===== src/rtl/demux_pkg.sv =====
// Shared route encoding and FIFO sizing for the 1-to-3 stream demultiplexer.
package demux_pkg;

    localparam int unsigned DEPTH = 2;
    localparam int unsigned CNT_W = 2;

    // Indexed as {S1,S}; identical to the select encoding of the matching mux.
    localparam logic [1:0] ROUTE_A = 2'b11;
    localparam logic [1:0] ROUTE_B = 2'b10;
    localparam logic [1:0] ROUTE_D = 2'b0x;

    typedef enum logic [1:0] {
        RT_A = 2'd0,
        RT_B = 2'd1,
        RT_D = 2'd2
    } route_e;

    function automatic route_e route_of(input logic [1:0] sel);
        if (sel ==? ROUTE_D) begin
            return RT_D;
        end else if (sel == ROUTE_A) begin
            return RT_A;
        end
        return RT_B;
    endfunction

endpackage


===== src/rtl/fifo2.sv =====
// Two-entry valid/ready FIFO; head is the registered entry at the read pointer.
module fifo2
    import demux_pkg::*;
#(
    parameter int unsigned W = 2
) (
    input  logic         clk,
    input  logic         rst_n,
    input  logic         push,
    input  logic [W-1:0] push_data,
    output logic         full,
    input  logic         pop,
    output logic [W-1:0] head,
    output logic         valid
);

    logic [W-1:0]     r_mem [DEPTH];
    logic             r_wptr;
    logic             r_rptr;
    logic [CNT_W-1:0] r_count;

    logic w_push;
    logic w_pop;

    assign full   = (r_count == CNT_W'(DEPTH));
    assign valid  = (r_count != CNT_W'(0));
    assign head   = r_mem[r_rptr];
    // Push is refused when full, so there is no pass-through at count 2.
    assign w_push = push & ~full;
    assign w_pop  = pop & valid;

    always_ff @(posedge clk or negedge rst_n) begin
        if (!rst_n) begin
            for (int i = 0; i < int'(DEPTH); i++) begin
                r_mem[i] <= '0;
            end
            r_wptr  <= 1'b0;
            r_rptr  <= 1'b0;
            r_count <= '0;
        end else begin
            if (w_push) begin
                r_mem[r_wptr] <= push_data;
                r_wptr        <= ~r_wptr;
            end
            if (w_pop) begin
                r_rptr <= ~r_rptr;
            end
            unique case ({w_push, w_pop})
                2'b10:   r_count <= r_count + CNT_W'(1);
                2'b01:   r_count <= r_count - CNT_W'(1);
                default: r_count <= r_count;
            endcase
        end
    end

endmodule


===== src/rtl/threedemux_stream.sv =====
// Routes one input stream to output A, B or D by {S1,S}, each through its own 2-deep FIFO.
module threedemux_stream
    import demux_pkg::*;
#(
    parameter int unsigned W = 2
) (
    input  logic         clk,
    input  logic         rst_n,
    input  logic [W-1:0] in_data,
    input  logic         in_valid,
    output logic         in_ready,
    input  logic         S,
    input  logic         S1,
    output logic [W-1:0] a_data,
    output logic [W-1:0] b_data,
    output logic [W-1:0] d_data,
    output logic         a_valid,
    output logic         b_valid,
    output logic         d_valid,
    input  logic         a_ready,
    input  logic         b_ready,
    input  logic         d_ready,
    output logic         busy
);

    route_e w_route;
    logic   w_accept;
    logic   w_a_full;
    logic   w_b_full;
    logic   w_d_full;

    assign w_route = route_of({S1, S});

    // Ready follows the selected FIFO only; it never looks at in_valid.
    always_comb begin
        in_ready = 1'b0;
        unique case (w_route)
            RT_A:    in_ready = ~w_a_full;
            RT_B:    in_ready = ~w_b_full;
            default: in_ready = ~w_d_full;
        endcase
    end

    assign w_accept = in_valid & in_ready;
    assign busy     = a_valid | b_valid | d_valid;

    fifo2 #(.W(W)) u_fifo_a (
        .clk       (clk),
        .rst_n     (rst_n),
        .push      (w_accept & (w_route == RT_A)),
        .push_data (in_data),
        .full      (w_a_full),
        .pop       (a_ready),
        .head      (a_data),
        .valid     (a_valid)
    );

    fifo2 #(.W(W)) u_fifo_b (
        .clk       (clk),
        .rst_n     (rst_n),
        .push      (w_accept & (w_route == RT_B)),
        .push_data (in_data),
        .full      (w_b_full),
        .pop       (b_ready),
        .head      (b_data),
        .valid     (b_valid)
    );

    fifo2 #(.W(W)) u_fifo_d (
        .clk       (clk),
        .rst_n     (rst_n),
        .push      (w_accept & (w_route == RT_D)),
        .push_data (in_data),
        .full      (w_d_full),
        .pop       (d_ready),
        .head      (d_data),
        .valid     (d_valid)
    );

endmodule


===== config.mk =====
export PLATFORM = sky130hd
export DESIGN_NAME = threedemux_stream
export DESIGN_NICKNAME = d
export VERILOG_FILES = /design/src/rtl/demux_pkg.sv /design/src/rtl/fifo2.sv /design/src/rtl/threedemux_stream.sv
export SDC_FILE = /design/constraint.sdc
export NUM_CORES = 1
export LEC_CHECK = 0
export ABC_CLOCK_PERIOD_IN_PS = 1590
export CELL_PAD_IN_SITES_DETAIL_PLACEMENT = 1
export CELL_PAD_IN_SITES_GLOBAL_PLACEMENT = 1
export CORE_MARGIN = 4
export CORE_UTILIZATION = 37
export DETAILED_ROUTE_END_ITERATION = 6
export GPL_TIMING_DRIVEN = 0
export PLACE_DENSITY = 0.77
export SKIP_LAST_GASP = 1
export SLEW_MARGIN = 20
export SYNTH_ARGS = -nofsm -noshare
export SYNTH_HDL_FRONTEND = slang
export SYNTH_SLANG_ARGS = --single-unit

===== constraint.sdc =====
create_clock -name clk -period 1.59 [get_ports clk]
set_input_delay 0.318 -clock clk [delete_from_list [all_inputs] [get_ports clk]]
set_output_delay 0.318 -clock clk [all_outputs]
set_load 0.05 [all_outputs]

==> flow_metrics.py <==
metrics = {
    "final_layout": {
        "design_area_um2": 1770,
        "diodes": 0,
        "areaGrowthSynthToFinish_pct": 50.3,
        "nets": 151,
        "layout-drive-gt1-share": 0.566,
        "instances_no_fill": 180,
    },
    "synth": {
        "netlist_area_um2": 1170,
        "synthArstFlopShare": 1.00,
        "yosys-top-cells-count": "24 x dfrtp_1, 17 x mux2_2, 8 x xnor2_1, 7 x xor2_1, 4 x nor2_1",
        "synth_cells": 90,
        "synth_area_leaders": "dfrtp_1 51%, mux2_2 16%, xnor2_1 6.0%",
        "avgSynthCellArea_um2": 13.1,
        "synth_flop_cell": "dfrtp_1",
        "yosysTopAreaCell": "dfrtp_1",
        "synth_top_area_share": 0.511,
        "yosysWarnings": 0,
        "ys_ff_latch": 24,
        "synth_cell_type_count": 23,
        "yosysMostFrequentCell": "dfrtp_1",
        "synth_edf_count": 0,
        "syn_nets": 103,
        "ys_seq_area_frac": 0.511,
    },
    "power_and_ir_drop": {
        "power.leakage_nw": 0.793,
        "p_sw_w": 0.00166,
        "powerDensity_nw_per_um2": 2300,
        "clkPwrFrac": 0.065,
        "p_comb_frac": 0.646,
        "swShare": 0.409,
        "p_int_w": 0.00240,
        "p_seq_frac": 0.289,
        "vdd_drop_max_mv": 0.856,
        "power_w": 0.00406,
    },
    "drt": {
        "drt_iter0_drc": 13,
        "drt_first_pass_iters": 5,
        "postRouteAntennaNets": 0,
        "drt-total-wl_um": 2570,
        "drc_errors": 0,
        "vias": 830,
        "vias_per_cell": 4.61,
        "wire_per_inst_um": 14.3,
    },
    "critical_path": {
        "cp_data_required_time_ns": 1.27,
        "crit_type": "reg2out",
        "cp-start-kind": "register",
        "cp_data_arrival_time_ns": 1.53,
        "crit_path_end_kind": "primary output",
        "cp_max_fo": 3,
    },
    "placed_design": {
        "numPlacedInstances": 154,
        "dp_hpwl_um": 1700,
        "place_ws_ns": -0.971,
        "gp_congestion": 0.701,
        "placed_cell_area_um2": 1460,
        "portBuffers": 20,
    },
    "timing": {
        "period_share": 1.16,
        "worst_hold_slack_ns": 0.497,
        "grt_setup_unrepaired": "true",
        "skew_ns": 0.00405,
        "tightest_slew_ns": 0.541,
        "max_freq_mhz": 540,
        "fin_crit_ns": 1.85,
        "report.final.slew_viol_count": 0,
        "relSlewSlack": 0.639,
        "report.final.hold_viol_count": 0,
        "setup_viol": 5,
        "fin_ws_ns": -0.262,
    },
    "grt": {
        "grt-ovfl-total": 0,
        "grt_max_degree": 25,
        "grt_pass1_wl_um": 4280,
        "grt_antenna_before_repair": 0,
        "grt_pass1_vias": 897,
        "grt.total_usage": 0.139,
    },
    "clock_tree": {
        "cts_root_buffer": "clkbuf_4",
        "cts_tree": "built",
        "clk_latency_ns": 0.31,
        "path_clk_slew_ns": 0.12,
        "clockBufferDepth": 2,
        "clkSinkCount": 24,
        "htree_levels": 1,
        "cts_buffers": 3,
    },
    "run": {
        "maxCapViolations": 0,
    },
    "floorplan": {
        "start_util": 0.385,
        "core_um2": 3050,
        "io_pins": 21,
        "die_x_um": 64.4,
        "fp-row-count": 20,
        "fp.dieArea_um2": 4140,
        "die_y_um": 64.4,
    },
    "run_status": {
        "violations": "negative setup slack",
        "status": "finished with violations",
    },
    "min_path": {
        "hold_class": "reg2reg",
    },
}
[layer usage]
metal  wire [µm]  track usage  vias up
met3          58       0.0334        5
met1        1070        0.167      414
met5           0            0        -
met4          67       0.0792        0
li1            -            -      397
met2        1370        0.224       14
[power groups by stage]
stage,sequential [W],combinational [W],clock [W]
2_1_floorplan,0.00113,0.00147,0
3_3_place_gp,0.00119,0.00189,0
3_5_place_dp,0.00121,0.00193,0
6_report,0.00117,0.00262,0.000264
5_1_grt,0.00122,0.00279,0.000302
4_1_cts,0.00115,0.00215,0.000269
[cells by family (layout without fill, tap and decap cells)]
family / Yosys count / in the layout / synth area share
AO/OA/AOI/OAI: 1 / 1 / 0.00426
XOR/XNOR: 15 / 15 / 0.112
multiplexers: 19 / 19 / 0.188
AND/OR/NAND/NOR: 27 / 27 / 0.149
buffers and inverters: 1 / 47 / 0.00319
flip-flops: 24 / 24 / 0.511
adder cells (fa/ha/maj): 3 / 3 / 0.0320
[critical path: stages, from the launching register on]
cell and delay, ns:
dfrtp_1 0.44, or2_4 0.25, or3_4 0.37, buf_8 0.16
[placed cells by master (no fill, tap or decap)]
| cell type | instances |
|---|---|
| buf_6 | 10 |
| nor2_2 | 1 |
| nand2b_1 | 3 |
| and2_1 | 1 |
| xor2_1 | 7 |
| nor2b_4 | 2 |
| a21oi_2 | 1 |
| xnor2_1 | 6 |
| dfrtp_1 | 24 |
| nor3_1 | 2 |
| ha_4 | 3 |
| buf_2 | 1 |
| buf_4 | 22 |
| or4_4 | 1 |
| clkdlybuf4s50_1 | 5 |
| dlygate4sd2_1 | 3 |
| nor2b_1 | 1 |
| mux2_4 | 8 |
| or3b_1 | 1 |
| nand2_2 | 1 |
| inv_1 | 1 |
| or2_4 | 3 |
| clkbuf_4 | 3 |
| dlygate4sd3_1 | 1 |
| or3_4 | 2 |
| nor3b_2 | 1 |
| and2_4 | 2 |
| nor4b_2 | 2 |
| xnor2_2 | 2 |
| nand2_1 | 1 |
| mux2_2 | 11 |
| nor2_1 | 3 |
| buf_8 | 1 |
[stage by stage]
step	util	TNS (ns)
floorplan	-	-0.0218
global placement	0.479	-9.10
detailed placement	0.479	-10.85
CTS	0.518	-0.708
global route	0.578	-1.09
finish	0.578	-0.499
[state kept, by name, indices dropped and copies added (netlist names)]
signal            cells
u_fifo_a.r_mem        4
u_fifo_b.r_mem        4
u_fifo_d.r_mem        4
u_fifo_a.r_count      2
u_fifo_b.r_count      2
u_fifo_d.r_count      2
u_fifo_a.r_rptr       1
u_fifo_a.r_wptr       1
u_fifo_b.r_rptr       1
u_fifo_b.r_wptr       1
u_fifo_d.r_rptr       1
u_fifo_d.r_wptr       1
[path summary, 6_finish.rpt]
path	from	end	slack, ns	depth (start not counted)
setup / recovery	u_fifo_a.r_count[0]$_DFFE_PN0P_	busy	-0.26	3
hold / removal	u_fifo_d.r_wptr$_DFFE_PN0P_	u_fifo_d.r_wptr$_DFFE_PN0P_	0.50	1
setup reg to reg	u_fifo_d.r_count[1]$_DFFE_PN0P_	u_fifo_d.r_mem[1]$_DFFE_PN0P_	-0.01	5
hold reg to reg	u_fifo_d.r_wptr$_DFFE_PN0P_	u_fifo_d.r_wptr$_DFFE_PN0P_	0.50	1
max in group asynchronous	rst_n	u_fifo_d.r_rptr$_DFFE_PN0P_	0.73	2
min in group asynchronous	rst_n	u_fifo_b.r_wptr$_DFFE_PN0N_	0.51	2
[cell type report]
cell class                      count  area, µm²
Sequential cell                    24        601
Timing Repair Buffer               43        384
Tap cell                           44       55.1
Clock buffer                        3       22.5
Inverter                            1       3.75
Multi-Input combinational cell     65        699
Fill cell                         334       1290
[repair_timing]
item | CTS | global route
endpoints found under the hold margin | 0 | 24
gates resized for setup | 68 | 38
pin swaps | 7 | 15
setup buffers | 12 | 10
setup endpoints to repair | 19 | 14
hold buffers | 0 | 1
No activity file was read; power rests on OpenSTA's default activity.
